===== config.mk =====
export PLATFORM = sky130hd
export DESIGN_NAME = mem_arbiter
export DESIGN_NICKNAME = d
export VERILOG_FILES = /design/src/rtl/mem_arb_pkg.sv /design/src/rtl/arb_lat_counter.sv /design/src/rtl/mem_arbiter.sv
export SDC_FILE = /design/constraint.sdc
export NUM_CORES = 1
export LEC_CHECK = 0
export ABC_CLOCK_PERIOD_IN_PS = 2100
export CORE_UTILIZATION = 32
export DETAILED_ROUTE_END_ITERATION = 10
export GPL_TIMING_DRIVEN = 1
export PLACE_DENSITY = 0.78
export SETUP_SLACK_MARGIN = 0.05
export SYNTH_ARGS = -nofsm -noshare
export SYNTH_HDL_FRONTEND = slang
export SYNTH_SLANG_ARGS = --single-unit
export TNS_END_PERCENT = 50

===== constraint.sdc =====
create_clock -name clk -period 2.1 [get_ports clk]
set_clock_uncertainty 0.15 [all_clocks]
set_input_delay 0.315 -clock clk [delete_from_list [all_inputs] [get_ports clk]]
set_output_delay 0.315 -clock clk [all_outputs]
set_load 0.05 [all_outputs]

===== src/rtl/mem_arb_pkg.sv =====
// Shared types and defaults for the unified-memory arbiter.
package mem_arb_pkg;

  typedef enum logic [1:0] {
    IDLE    = 2'd0,
    BUSY_IF = 2'd1,
    BUSY_DM = 2'd2
  } arb_state_e;

  localparam int MEM_LAT_DEFAULT = 2;

endpackage


===== src/rtl/arb_lat_counter.sv =====
// Access latency counter: loads MEM_LAT-1 on issue, counts down to zero, flags done at zero.
module arb_lat_counter #(
  parameter int MEM_LAT = 2
) (
  input  logic clk,
  input  logic reset,
  input  logic load,
  output logic done
);

  localparam int CW = $clog2(MEM_LAT + 1);
  localparam logic [CW-1:0] LOAD_VAL = CW'(MEM_LAT - 1);

  logic [CW-1:0] cnt_q, cnt_d;

  always_comb begin
    cnt_d = cnt_q;
    if (load) begin
      cnt_d = LOAD_VAL;
    end else if (cnt_q != '0) begin
      cnt_d = cnt_q - 1'b1;
    end
  end

  always_ff @(posedge clk) begin
    if (reset) begin
      cnt_q <= '0;
    end else begin
      cnt_q <= cnt_d;
    end
  end

  assign done = (cnt_q == '0);

endmodule


===== src/rtl/mem_arbiter.sv =====
// Fixed-priority (DM over IF) arbiter in front of a single-ported memory with fixed read latency.
module mem_arbiter
  import mem_arb_pkg::*;
#(
  parameter int MEM_LAT = MEM_LAT_DEFAULT,
  parameter int AW      = 32,
  parameter int DW      = 32
) (
  input  logic          clk,
  input  logic          reset,
  input  logic          if_req,
  input  logic [AW-1:0] if_addr,
  output logic [DW-1:0] if_rdata,
  output logic          if_ready,
  input  logic          dm_req,
  input  logic          dm_we,
  input  logic [AW-1:0] dm_addr,
  input  logic [DW-1:0] dm_wdata,
  output logic [DW-1:0] dm_rdata,
  output logic          dm_ready,
  output logic          mem_en,
  output logic          mem_we,
  output logic [AW-1:0] mem_addr,
  output logic [DW-1:0] mem_wdata,
  input  logic [DW-1:0] mem_rdata,
  output logic          stall_f,
  output logic          stall_m
);

  arb_state_e    state_q, state_d;
  logic [AW-1:0] addr_q, addr_d;
  logic [DW-1:0] wdata_q, wdata_d;
  logic          we_q, we_d;
  logic          rst_hold_q, rst_hold_d;
  logic          lat_done;
  logic          issue;
  logic          complete;

  // rst_hold_q keeps the memory port quiet for the first cycle after reset releases
  always_comb begin
    issue    = (state_q == IDLE) && !reset && !rst_hold_q && (dm_req || if_req);
    complete = (state_q != IDLE) && lat_done && !reset;
  end

  always_comb begin
    mem_en    = issue;
    mem_we    = 1'b0;
    mem_addr  = '0;
    mem_wdata = '0;
    if (issue) begin
      if (dm_req) begin
        mem_we    = dm_we;
        mem_addr  = dm_addr;
        mem_wdata = dm_wdata;
      end else begin
        mem_addr  = if_addr;
      end
    end else if (!reset && (state_q != IDLE)) begin
      mem_we    = we_q;
      mem_addr  = addr_q;
      mem_wdata = wdata_q;
    end

    dm_ready = complete && (state_q == BUSY_DM);
    // a fetch whose address moved or whose request dropped is silently discarded
    if_ready = complete && (state_q == BUSY_IF) && if_req && (if_addr == addr_q);
    dm_rdata = (dm_ready && !we_q) ? mem_rdata : '0;
    if_rdata = if_ready ? mem_rdata : '0;
    stall_f  = if_req & ~if_ready;
    stall_m  = dm_req & ~dm_ready;
  end

  always_comb begin
    state_d    = state_q;
    addr_d     = addr_q;
    wdata_d    = wdata_q;
    we_d       = we_q;
    rst_hold_d = 1'b0;
    if (issue) begin
      state_d = dm_req ? BUSY_DM : BUSY_IF;
      addr_d  = mem_addr;
      wdata_d = mem_wdata;
      we_d    = mem_we;
    end else if (complete) begin
      state_d = IDLE;
    end
  end

  always_ff @(posedge clk) begin
    if (reset) begin
      state_q    <= IDLE;
      addr_q     <= '0;
      wdata_q    <= '0;
      we_q       <= 1'b0;
      rst_hold_q <= 1'b1;
    end else begin
      state_q    <= state_d;
      addr_q     <= addr_d;
      wdata_q    <= wdata_d;
      we_q       <= we_d;
      rst_hold_q <= rst_hold_d;
    end
  end

  arb_lat_counter #(
    .MEM_LAT(MEM_LAT)
  ) u_lat (
    .clk  (clk),
    .reset(reset),
    .load (issue),
    .done (lat_done)
  );

endmodule


* After elaboration in Yosys (flattened, before gate mapping) *
Index checks and enable logic that the tools add are counted.

word-level totals
  logic and storage cells = 54
  bits of input ports = 133
  flip-flop bits (word level) = 70
  output and inout port bits = 134

cells by class
  reduce and logical (&&, ||, !) cells = 22
  add/sub/neg operators = 1
  bitwise operators = 4
  eq/ne operators = 3
  multiplexer cells = 17

operators by type and width
  cell                                              count
  2-to-1 mux 32 bit                                 8
  == test 32 bit                                    1
  logical AND 1 bit                                 11
  nonzero test 2 bit                                4
  2-to-1 mux 1 bit                                  6
  2-to-1 mux 2 bit                                  3
  logical NOT 2 bit                                 2
  logical NOT 1 bit                                 3
  bitwise AND 1 bit                                 2
  == test 2 x 1 -> 1 bit, second input constant     1
  == test 2 bit, second input constant              1
  inverter 1 bit                                    2
  OR reduction 2 bit                                1
  subtractor 2 x 1 -> 2 bit, second input constant  1
  logical OR 1 bit                                  1

* Depth between registers and ports, before layout *
  depth in word-level cells = 8
  depth in mapped cells = 9

* By module *
Synthesis repeated with hierarchy kept, for this count alone.

unflattened totals
  cells, all modules = 526
  area, all modules = 4155.2 µm²

by module, submodules not included
  module           times used  cells each  area an instance (µm²)
  mem_arbiter      1           515         4043.9
  arb_lat_counter  1           11          111.4

* Worst setup path before layout *
OpenSTA, ideal clock, no wires.

  kind = register to output
  start point = register u_lat.cnt_q[0]
  end point = output port stall_m
  slack = -0.661 ns
  data arrival time = 2.296 ns
  path buffers = 0
  cell stages (with the launch flop) = 6
  path through = dfxtp_1 -> inv_1 -> ha_1 -> nand2_1 -> nor3_1 -> nor2b_1

between the ends
  longest elaborated chain between the ends = 6

ends and longest elaborated chain
  what                            line                   source
  start: declaration              arb_lat_counter.sv:14  logic [CW-1:0] cnt_q, cnt_d;
  start signal: assignment        arb_lat_counter.sv:29  cnt_q <= cnt_d;
  logical NOT 2 bit               arb_lat_counter.sv:33  assign done = (cnt_q == '0);
  logical AND 1 bit (2 in a row)  mem_arbiter.sv:42      complete = (state_q != IDLE) && lat_done && !reset;
  logical AND 1 bit               mem_arbiter.sv:64      dm_ready = complete && (state_q == BUSY_DM);
  named net dm_ready              mem_arbiter.sv:20      output logic dm_ready,
  inverter 1 bit                  mem_arbiter.sv:70      stall_m = dm_req & ~dm_ready;
  bitwise AND 1 bit               mem_arbiter.sv:70
  end: declaration                mem_arbiter.sv:27      output logic stall_m

The timed path passes the listed nets, and every way through them passes these cells.

* Worst setup path in the final report *
  start point = input port if_addr[22]
  end point = output port if_rdata[20]

between the ends
  longest elaborated chain between the ends = 3

ends and longest elaborated chain
  what                line               source
  start: declaration  mem_arbiter.sv:12  input logic [AW-1:0] if_addr,
  == test 32 bit      mem_arbiter.sv:66  if_ready = complete && (state_q == BUSY_IF) && if_req && (if_addr == addr_q);
  logical AND 1 bit   mem_arbiter.sv:66
  2-to-1 mux 32 bit   mem_arbiter.sv:68  if_rdata = if_ready ? mem_rdata : '0;
  end: declaration    mem_arbiter.sv:13  output logic [DW-1:0] if_rdata,

No other way between the ends.

==> flow_summary.yaml <==
floorplanning:
  initial_core_util: 0.330
  die_y_um: 111
  core.rowCount: 39
  ioPinCount: 267
  dieWidth_um: 111
  core_area_mm2: 0.0115
  dieArea_mm2: 0.0123
place:
  port_buffers: 266
  hpwl_um: 14000
  placedCellCount: 913
  place.gp.congestion: 0.961
  placed_area_mm2: 0.00872
finish:
  finalNetCount: 970
  area_growth_pct: 176
  fillers: 363
  final_area_mm2: 0.0105
  final_util: 0.912
  layout-drive-gt1-share: 0.577
  final_cell_count_no_fill: 991
grt:
  grt_max_degree: 66
  grt_pass1_wl_um: 34300
  antenna_found_initial: 5
  grt_pass1_vias: 5739
  grt-ovfl-total: 0
  grt_use_total: 0.367
status:
  outcome: "finished with violations"
  violations: "negative setup slack"
worst_setup_path:
  regToRegEndpoint: "wdata_q[27]"
  worstReg2RegStart: "state_q[1]"
  crit_end: "if_rdata[20]"
  crit_required_ns: 1.63
  setup.worst_path.start: "if_addr[22]"
  worstPathArrival_ns: 2.62
  cp-end-kind: "primary output"
  path_class: "input port to primary output"
  reg2reg_depth: 11
  critPathMaxFanout: 9
  r2r_slack_ns: -0.16
  startpoint_type: "input port"
clock_tree:
  clock_sinks: 70
  clkLatencyLatePin_ns: 0.36
  clk_pin_slew_ns: 0.06
  cts_hold_repair.buffers: 0
  cts.htree.levels: 3
  cts_buffer_depth: 2
  numCtsBuffers: 9
  cts-root-buf: "clkbuf_16"
  tritoncts: "yes"
routing:
  top_layer_used: "met4"
  vias_per_cell: 6.13
  finalWirelength_um: 30200
  firstDrtPassIters: 6
  dr_total_vias: 6075
  post_drt_wl_per_cell_um: 30.5
  wl_met2_um: 14600
  first_iter_violations: 523
  ant_nets: 0
  drc_errors: 0
  wl_met3_um: 2970
  met1_length_um: 9130
sta:
  slew_violations: 0
  holdWs_ns: 0.201
  timing.final.crit_share: 1.47
  slew_headroom: 0.527
  worst_pin_slew_ns: 0.710
  hold_viol_final: 0
  worst_slack_ns: -0.990
  fin_crit_ns: 3.09
  fmax_mhz: 324
  setup_viol_count_final: 186
  rsz0062_at_grt: "true"
synth:
  async_flop_share: 0
  netlist_top_cells_count: "130 x nand2_1, 70 x dfxtp_1, 66 x a22o_1, 65 x and2_1, 32 x a22oi_1"
  yosysTopAreaCellShare: 0.370
  avgSynthCellArea_um2: 8.12
  ys_seq_area_frac: 0.370
  yosys_warnings: 0
  ys_types: 24
  synthCells: 466
  yosys.area.top_type: "dfxtp_1"
  synth_area_mm2: 0.00378
  synth-seq-cells: 70
  synth-edff-count: 0
  yosys.cell_count.top_type: "nand2_1"
  ys.flop_type: "dfxtp_1"
  syn-num-nets: 600
  ys_top_cells_by_area: "dfxtp_1 37%, a22o_1 15%, nand2_1 13%, and2_1 11%, a22oi_1 6.3%"
power_and_ir_drop:
  p_leak_nw: 4.60
  finalPower_mw: 5.45
  ir_drop_mv: 0.479
  power.density_mw_per_mm2: 521
flow_run:
  cap_viol_max_count: 0
worst_hold_path:
  min-delay-start: "if_addr[20]"
  hold_path_class: "input port to register"
-- how the worst min path moves through the flow --
stage	end	slack, ns	cells after the start
finish	addr_q[20]	0.20	3
global route	addr_q[20]	0.21	3
CTS	addr_q[18]	0.24	3
floorplan	rst_hold_q	0.19	0
detailed placement	wdata_q[4]	0.30	1
global placement	addr_q[1]	0.31	2
-- cell families after synthesis --
| kind of cell | Yosys count | synth area share |
|---|---|---|
| AND/OR/NAND/NOR | 219 | 0.276 |
| buffers and inverters | 39 | 0.0469 |
| AO/OA/AOI/OAI | 104 | 0.227 |
| flip-flops | 70 | 0.370 |
| adder cells (fa/ha/maj) | 1 | 0.00331 |
| XOR/XNOR | 33 | 0.0764 |
-- power breakdown --
part           leakage (nW)  total, mW  switching, mW  internal [mW]
Sequential            0.579       1.58          0.125           1.45
Clock                 0.139       1.63          0.698          0.931
Combinational          3.89       2.25           1.14           1.11
-- flip-flops by register name, summed over array words and instances, names as in the netlist --
register	flops
addr_q	32
u_lat.cnt_q	2
wdata_q	32
rst_hold_q	1
we_q	1
state_q	2
-- per-stage QoR --
step	worst slack (ns)	TNS [ns]
final	-0.990	-92.64
after global routing	-1.12	-97.91
after detailed placement	-0.885	-77.05
after CTS	-0.782	-54.68
after global placement	-0.954	-74.84
after floorplan	-0.282	-10.85
-- what timing repair did --
action	in CTS	in global routing
buffers inserted	26	22
endpoints found under the setup margin	134	146
gates cloned	12	4
pin swaps	67	111
gates resized for setup	110	125
-- layout by cell type, fill, tap and decap left out, drive strengths merged --
| cell type | Yosys | routed |
|---|---|---|
| bufinv | 0 | 1 |
| o21ai | 2 | 2 |
| o21ba | 1 | 1 |
| buf | 11 | 259 |
| nor2 | 5 | 5 |
| nand2 | 130 | 130 |
| inv | 4 | 5 |
| dlygate4sd2 | 0 | 22 |
| nor4 | 7 | 7 |
| or4 | 1 | 1 |
| clkinv | 0 | 2 |
| xnor2 | 15 | 15 |
| and2 | 65 | 65 |
| clkbuf | 24 | 13 |
| clkdlybuf4s50 | 0 | 107 |
| dfxtp | 70 | 70 |
| a21oi | 3 | 3 |
| a22oi | 32 | 32 |
| clkinvlp | 0 | 2 |
| dlymetal6s2s | 0 | 3 |
| nand3 | 3 | 3 |
| xor2 | 18 | 18 |
| a22o | 66 | 66 |
| nor2b | 2 | 2 |
| ha | 1 | 1 |
| nor3 | 3 | 3 |
| diode | 0 | 7 |
| nand4 | 3 | 3 |
-- layer usage --
layer  vias up  GRT usage
li1       2366          -
met1      2851      0.356
met2       617      0.692
met3       241     0.0727
met4         0      0.252
met5         -          0
-- layout make-up --
cell class	instances	area (um^2)	area share
Timing Repair Buffer	394	5460	0.522
Multi-Input combinational cell	357	3070	0.293
Sequential cell	70	1410	0.135
Clock buffer	10	229	0.0219
Tap cell	143	179	0.0171
Clock inverter	6	71.3	0.00682
Inverter	4	17.5	0.00168
Antenna cell	7	17.5	0.00168
-- worst max-delay path: stages --
cell and delay (ns):
clkdlybuf4s50_1 0.54, xnor2_1 0.59, nand3_4 0.16, nor4_4 0.33, buf_4 0.24, buf_12 0.14, and2_4 0.17, buf_12 0.13
Power figures use the tool's default switching activity.
